`src/rtl/apb_slave_mem_pkg.sv`:
```
// Shared types and constants for the APB3 register-memory completer.
//   apb_slv_state_t : transfer FSM states (idle, wait-state countdown, response)
//   APB_WIN_LG2     : log2 of the 4 KB address window decoded by each completer
//   SLV1_BASE/SLV2_BASE : window bases of the two completers in the system map
package apb_slave_pkg;

  typedef enum logic [1:0] {
    ST_IDLE = 2'd0,
    ST_WAIT = 2'd1,
    ST_RESP = 2'd2
  } apb_slv_state_t;

  localparam int          APB_WIN_LG2 = 12;
  localparam logic [31:0] SLV1_BASE   = 32'h0001_F000;
  localparam logic [31:0] SLV2_BASE   = 32'h0002_F000;

endpackage

```
`src/rtl/apb_slave_mem_regfile.sv`:
```
// Word storage for apb_slave_mem: DEPTH x DATA_WIDTH, cleared by reset.
//   clk, rst_n         : clock, asynchronous active-low reset
//   wr_en/wr_idx/wr_data : single write port, committed on the rising edge
//   rd_en/rd_idx       : read request; rd_data loads mem[rd_idx] on the next
//                        edge when rd_en=1 and loads 0 otherwise, so the
//                        output register doubles as the zero-gated PRDATA flop
module apb_slave_regfile #(
  parameter int DEPTH      = 64,
  parameter int DATA_WIDTH = 32,
  parameter int IDX_W      = 6
) (
  input  logic                  clk,
  input  logic                  rst_n,
  input  logic                  wr_en,
  input  logic [IDX_W-1:0]      wr_idx,
  input  logic [DATA_WIDTH-1:0] wr_data,
  input  logic                  rd_en,
  input  logic [IDX_W-1:0]      rd_idx,
  output logic [DATA_WIDTH-1:0] rd_data
);

  logic [DATA_WIDTH-1:0] mem_q [DEPTH];
  logic [DEPTH-1:0]      wr_sel;
  logic [DATA_WIDTH-1:0] rd_data_d;
  logic [DATA_WIDTH-1:0] rd_data_q;

  // One-hot word write enables.
  generate
    for (genvar gi = 0; gi < DEPTH; gi++) begin : g_wsel
      assign wr_sel[gi] = wr_en && (wr_idx == IDX_W'(gi));
    end
  endgenerate

  always_ff @(posedge clk or negedge rst_n) begin
    if (!rst_n) begin
      for (int i = 0; i < DEPTH; i++) mem_q[i] <= '0;
    end else begin
      for (int i = 0; i < DEPTH; i++) begin
        if (wr_sel[i]) mem_q[i] <= wr_data;
      end
    end
  end

  always_comb begin
    rd_data_d = '0;
    if (rd_en) rd_data_d = mem_q[rd_idx];
  end

  always_ff @(posedge clk or negedge rst_n) begin
    if (!rst_n) rd_data_q <= '0;
    else        rd_data_q <= rd_data_d;
  end

  assign rd_data = rd_data_q;

endmodule

```
`src/rtl/apb_slave_mem.sv`:
```
// APB3 completer backed by a word-addressed register memory.
// Fixed wait states, PSLVERR on out-of-window / misaligned / out-of-depth
// accesses, and a saturating count of errored transfers.
//   clk, rst_n          : clock, asynchronous active-low reset
//   psel_i, penable_i   : APB select and access-phase strobe
//   pwrite_i            : 1 = write, 0 = read
//   paddr_i, pwdata_i   : byte address and write data
//   prdata_o            : read data, non-zero only in the response cycle
//   pready_o, pslverr_o : transfer completion and error flag
//   err_cnt_o           : saturating errored-transfer count
// All outputs come straight from flops.
module apb_slave_mem
  import apb_slave_pkg::*;
#(
  parameter int                    ADDR_WIDTH  = 32,
  parameter int                    DATA_WIDTH  = 32,
  parameter logic [ADDR_WIDTH-1:0] BASE_ADDR   = ADDR_WIDTH'(SLV1_BASE),
  parameter int                    DEPTH       = 64,
  parameter int                    WAIT_STATES = 1
) (
  input  logic                  clk,
  input  logic                  rst_n,
  input  logic                  psel_i,
  input  logic                  penable_i,
  input  logic                  pwrite_i,
  input  logic [ADDR_WIDTH-1:0] paddr_i,
  input  logic [DATA_WIDTH-1:0] pwdata_i,
  output logic [DATA_WIDTH-1:0] prdata_o,
  output logic                  pready_o,
  output logic                  pslverr_o,
  output logic [7:0]            err_cnt_o
);

  localparam int         IDX_W   = (DEPTH > 1) ? $clog2(DEPTH) : 1;
  localparam logic [10:0] DEPTH_L = 11'(DEPTH);

  apb_slv_state_t        state_q, state_d;
  logic [3:0]            wcnt_q, wcnt_d;
  logic [IDX_W-1:0]      idx_q, idx_d;
  logic                  write_q, write_d;
  logic [DATA_WIDTH-1:0] wdata_q, wdata_d;
  logic                  err_q, err_d;
  logic                  pready_q, pready_d;
  logic                  pslverr_q, pslverr_d;
  logic [7:0]            err_cnt_q, err_cnt_d;

  logic                  rd_en, wr_en;
  logic [IDX_W-1:0]      rd_idx;
  logic                  setup_err;
  logic [IDX_W-1:0]      setup_idx;
  logic [9:0]            setup_off;

  // Address decode of the setup-phase address.
  assign setup_off = paddr_i[APB_WIN_LG2-1:2];
  assign setup_idx = setup_off[IDX_W-1:0];
  assign setup_err = (paddr_i[ADDR_WIDTH-1:APB_WIN_LG2] != BASE_ADDR[ADDR_WIDTH-1:APB_WIN_LG2])
                  || (paddr_i[1:0] != 2'b00)
                  || ({1'b0, setup_off} >= DEPTH_L);

  always_comb begin
    state_d   = state_q;
    wcnt_d    = wcnt_q;
    idx_d     = idx_q;
    write_d   = write_q;
    wdata_d   = wdata_q;
    err_d     = err_q;
    pready_d  = 1'b0;
    pslverr_d = 1'b0;
    err_cnt_d = err_cnt_q;
    rd_en     = 1'b0;
    rd_idx    = idx_q;
    wr_en     = 1'b0;

    unique case (state_q)
      ST_IDLE: begin
        // penable_i without a preceding setup cycle is ignored here.
        if (psel_i && !penable_i) begin
          idx_d   = setup_idx;
          write_d = pwrite_i;
          wdata_d = pwdata_i;
          err_d   = setup_err;
          wcnt_d  = 4'(WAIT_STATES);
          if (WAIT_STATES == 0) begin
            // Zero wait states: response flops load straight from the bus.
            state_d   = ST_RESP;
            pready_d  = 1'b1;
            pslverr_d = setup_err;
            rd_en     = !pwrite_i && !setup_err;
            rd_idx    = setup_idx;
          end else begin
            state_d = ST_WAIT;
          end
        end
      end

      ST_WAIT: begin
        if (!psel_i) begin
          state_d = ST_IDLE;
        end else begin
          wcnt_d = wcnt_q - 4'd1;
          if (wcnt_q == 4'd1) begin
            state_d   = ST_RESP;
            pready_d  = 1'b1;
            pslverr_d = err_q;
            rd_en     = !write_q && !err_q;
            rd_idx    = idx_q;
          end
        end
      end

      ST_RESP: begin
        // The response cycle always ends here; only a live access commits.
        state_d = ST_IDLE;
        if (psel_i && penable_i) begin
          wr_en = write_q && !err_q;
          if (err_q && (err_cnt_q != 8'hFF)) err_cnt_d = err_cnt_q + 8'd1;
        end
      end

      default: state_d = ST_IDLE;
    endcase
  end

  always_ff @(posedge clk or negedge rst_n) begin
    if (!rst_n) begin
      state_q   <= ST_IDLE;
      wcnt_q    <= '0;
      idx_q     <= '0;
      write_q   <= 1'b0;
      wdata_q   <= '0;
      err_q     <= 1'b0;
      pready_q  <= 1'b0;
      pslverr_q <= 1'b0;
      err_cnt_q <= '0;
    end else begin
      state_q   <= state_d;
      wcnt_q    <= wcnt_d;
      idx_q     <= idx_d;
      write_q   <= write_d;
      wdata_q   <= wdata_d;
      err_q     <= err_d;
      pready_q  <= pready_d;
      pslverr_q <= pslverr_d;
      err_cnt_q <= err_cnt_d;
    end
  end

  apb_slave_regfile #(
    .DEPTH      (DEPTH),
    .DATA_WIDTH (DATA_WIDTH),
    .IDX_W      (IDX_W)
  ) u_regfile (
    .clk     (clk),
    .rst_n   (rst_n),
    .wr_en   (wr_en),
    .wr_idx  (idx_q),
    .wr_data (wdata_q),
    .rd_en   (rd_en),
    .rd_idx  (rd_idx),
    .rd_data (prdata_o)
  );

  assign pready_o  = pready_q;
  assign pslverr_o = pslverr_q;
  assign err_cnt_o = err_cnt_q;

endmodule

```
`config.mk`:
```
export PLATFORM = sky130hd
export DESIGN_NAME = apb_slave_mem
export DESIGN_NICKNAME = d
export VERILOG_FILES = /design/src/rtl/apb_slave_mem_pkg.sv /design/src/rtl/apb_slave_mem_regfile.sv /design/src/rtl/apb_slave_mem.sv
export SDC_FILE = /design/constraint.sdc
export NUM_CORES = 2
export LEC_CHECK = 0
export ABC_AREA = 1
export CORE_ASPECT_RATIO = 0.8
export CORE_UTILIZATION = 60
export CTS_BUF_LIST = sky130_fd_sc_hd__clkbuf_2
export DETAILED_ROUTE_END_ITERATION = 8
export PLACE_DENSITY_LB_ADDON = 0.1
export SKIP_CTS_REPAIR_TIMING = 1
export SLEW_MARGIN = 10
export SYNTH_ARGS = -nofsm -noshare
export SYNTH_HDL_FRONTEND = slang
export SYNTH_SLANG_ARGS = --single-unit
export TNS_END_PERCENT = 1
```
`constraint.sdc`:
```
create_clock -name clk -period 2.6 [get_ports clk]
set_clock_uncertainty 0.2 [all_clocks]
set_input_delay 0.65 -clock clk [delete_from_list [all_inputs] [get_ports clk]]
set_output_delay 0.65 -clock clk [all_outputs]
set_load 0.01 [all_outputs]
```
==> results.md <==
* Status: complete, but fails checks
* Failing checks: negative setup slack
* Total CTS buffers at 552
* Global-route wire length before repair at 489900 µm
* Final hold violations at 0
* Io pins at 111
* Pin count of the biggest net entering global routing at 107
* CP Launch Type: flip-flop
* Pre-CTS WS at -0.5088 ns
* Overall Global Routing Usage at 38.68%
* Max incr delay on CP at 0.43 ns
* Site Rows at 131
* Pins Over Slew Limit at 0
* Leakage power at 57.52 nW
* Total power at 79.00 mW
* Reg2Reg Launch Point: idx_q[1]$_DFFE_PN0P_
* Clock Sink Count at 2136
* Min Tclk post-route at 3.271 ns
* Syn_nets at 13010
* Wirelength, routed at 319600 µm
* Reg2Reg Depth at 11
* Vias/cell at 5.751
* CP cell instances: clkbuf_2
* Synthesis Warnings at 0
* Clk buf depth at 4
* DP Wirelength at 198300 µm
* Hold Path Class: primary input to flip-flop
* Crit path depth at 1
* Setup Viol. Count Final at 1038
* CORE AREA at 0.1601 mm²
* Mapped Area at 0.09728 mm²
* Grt ovf at 0
* Detailed Route Iter0 Violations at 11540
* Die height at 362.1 µm
* Clk pin slew, worst setup/hold paths at 0.10 ns
* Main synth FF type: dfrtp_1
* CTS tree: yes
* Synth async-reset ratio at 100.0%
* DR WL/cell at 20.23 µm
* Crit. Startpoint: u_regfile.rd_data[2]$_DFF_PN0_
* Slowest-stage cell, CP: dfrtp_1
* Setup ws final at -0.6705 ns
* Antenna Nets Post-Route at 0
* Critical path buffers and inverters at 1
* Slew @ Worst Pin at 1.283 ns
* Setup CP Type: flip-flop to output pin
* Cell area power density at 712.4 mW/mm²
* Initial core utilization at 60.75%
* Critical Path RT at 1.75 ns
* Initial antenna violation count at 13
* Reg2reg end: u_regfile.mem_q[632]$_DFFE_PN0P_
* MaxCap Viol Count at 0
* Worst Setup EP: prdata_o[2]
* DIE AREA at 0.1638 mm²
* Synth Instances at 12940
* Post-synth EDFFs at 0
* Synth top area share at 54.95%
* Critical Path AT at 2.42 ns
* Vias in the first global route at 85400
* RSZ-0062 raised after global routing: yes
* Fin crit share at 125.8%
* H-tree Lvls at 6
* Maximum VDD drop at 0.0006055 V
* Area leader, netlist: dfrtp_1
* RePlAce Congestion at 0.9465
* FF+latch count, synth at 2136
* Net count reported at finish at 13430
* Maximum clock rate at 305.8 MHz
* Layout area overhead at 13.98%
* Die Wd at 452.2 µm
* Top post-synthesis cells by area: dfrtp_1 (55%), nand2_1 (28%), o21ai_0 (11%)
* DRC at 0
* DR vias at 90870
* Sequential area share after synthesis at 54.95%
* Root Buffer Master: clkbuf_2
* Drt pass-1 iters at 9
* Slew HR at 14.49%
* R2R setup slack at -0.58 ns
* PortBufs at 110
* Crit. End Element: output pin
* Post-synth cell types at 26
* Clk_lat worst skew at 1.85 ns
* Critical Path Fanout Max at 1
* Syn Area/Cell at 7.518 µm²
* Layout cells sized above 1 at 12.01%
* Crit path max-delay family: flip-flops
## cell usage after synthesis (2+ instances only)
cell type and instances:
nand2_1 7184, dfrtp_1 2136, o21ai_0 2074, clkbuf_1 929
o21ai_1 139, nand3_1 136, nor2_1 97, buf_1 64
inv_1 55, nand4_1 33, buf_2 29, nand2_2 22
nor2_2 9, nor3_1 5, xnor2_1 5, buf_4 4
ha_1 3, nor4_1 3, a21oi_1 2, inv_2 2
nor3_4 2, or2_2 2, xor2_1 2
## state kept, by name (all words and copies together) (netlist names), 2 cells and up
register / flops
idx_q: 6
u_regfile.rd_data: 32
wcnt_q: 4
u_regfile.mem_q: 2048
err_cnt_o: 8
state_q: 2
wdata_q: 32
## power by group
part | total [mW] | internal, mW | switching (mW)
Sequential | 33.9 | 33.5 | 0.365
Clock | 21.8 | 8.17 | 13.6
Combinational | 23.4 | 5.46 | 17.9
Total | 79.0 | 47.1 | 31.9
## worst min-delay path, cell delays in order
cell             delay [ns]
dlygate4sd3_1          0.53
clkdlybuf4s50_1        0.50
nor2_1                 0.13
nand2_1                0.09
buf_4                  0.21
nand2_1                0.09
## worst min-delay path by stage
stage,from,end,slack [ns],cells past startpoint
5_1_grt,penable_i,state_q[0]$_DFFE_PN0P_,0.14,6
2_1_floorplan,rst_n,err_cnt_o[0]$_DFFE_PN0P_,0.15,0
6_report,penable_i,state_q[0]$_DFFE_PN0P_,0.22,6
4_1_cts,rst_n,u_regfile.mem_q[2026]$_DFFE_PN0P_,-1.60,1
3_3_place_gp,u_regfile.mem_q[573]$_DFFE_PN0P_,u_regfile.mem_q[573]$_DFFE_PN0P_,0.27,2
3_5_place_dp,u_regfile.mem_q[899]$_DFFE_PN0P_,u_regfile.mem_q[899]$_DFFE_PN0P_,0.27,2
## final cells by class
class | instances | area, µm²
Antenna cell | 20 | 50.05
Fill cell | 13340 | 49250
Clock inverter | 80 | 411.6
Inverter | 57 | 239.0
Tap cell | 2128 | 2663
Multi-Input combinational cell | 9721 | 40020
Sequential cell | 2136 | 53460
Timing Repair Buffer | 886 | 10170
Clock buffer | 772 | 3864
## placed cells by master (no fill, tap or decap), types with 3 or more instances in the layout
master           netlist  final
buf_12                 0    234
buf_16                 0      6
buf_4                  4    392
buf_6                  0     13
bufinv_16              0      4
clkbuf_2               0    807
clkdlybuf4s50_1        0     67
clkinv_1               0     59
clkinv_2               0      5
dfrtp_1             2136   2132
diode_2                0     20
dlygate4sd3_1          0    136
ha_1                   3      3
inv_1                 55     19
inv_2                  2     46
nand2_1             7184   7132
nand2_2               22     72
nand3_1              136    135
nand4_1               33     33
nor2_1                97     76
nor2_2                 9     21
nor2_4                 0      9
nor3_1                 5      5
nor4_1                 3      3
o21ai_0             2074   2021
o21ai_1              139    180
o21ai_2                0     10
xnor2_1                5      5
## through the flow
step           hold WS, ns  util (%)  setup TNS [ns]  cells  area (µm²)
4_1_cts             -1.597     68.25         -188.90  15630      109300
5_1_grt             0.1405     69.23         -259.27  15790      110900
2_1_floorplan       0.1544         -               0  12940       97280
6_report            0.2196     69.24         -221.21  15800      110900
3_3_place_gp        0.2652     65.58         -741.00  14780      105000
3_5_place_dp        0.2727     65.58         -865.89  14780      105000
## per-layer routing
metal	track usage [%]	share of wire (%)	vias to the layer above
met5	0	0.013	-
met1	54.80	41	43330
met3	10.22	12	789
li1	-	-	41680
met2	55.70	43	5072
met4	18.03	4.4	6
## cell families (layout without fill, tap and decap cells)
logic type | after synthesis | count (layout) | synth area share (%)
simple gates | 7494 | 7494 | 29.31
compound gates | 2217 | 2217 | 11.41
flops | 2136 | 2136 | 54.95
buf+inv | 1083 | 1795 | 4.232
xor+xnor | 7 | 7 | 0.06302
fa+ha+maj | 3 | 3 | 0.03859
other cells | 0 | 20 | 0
Note: power is estimated with default switching activity, not from simulation.
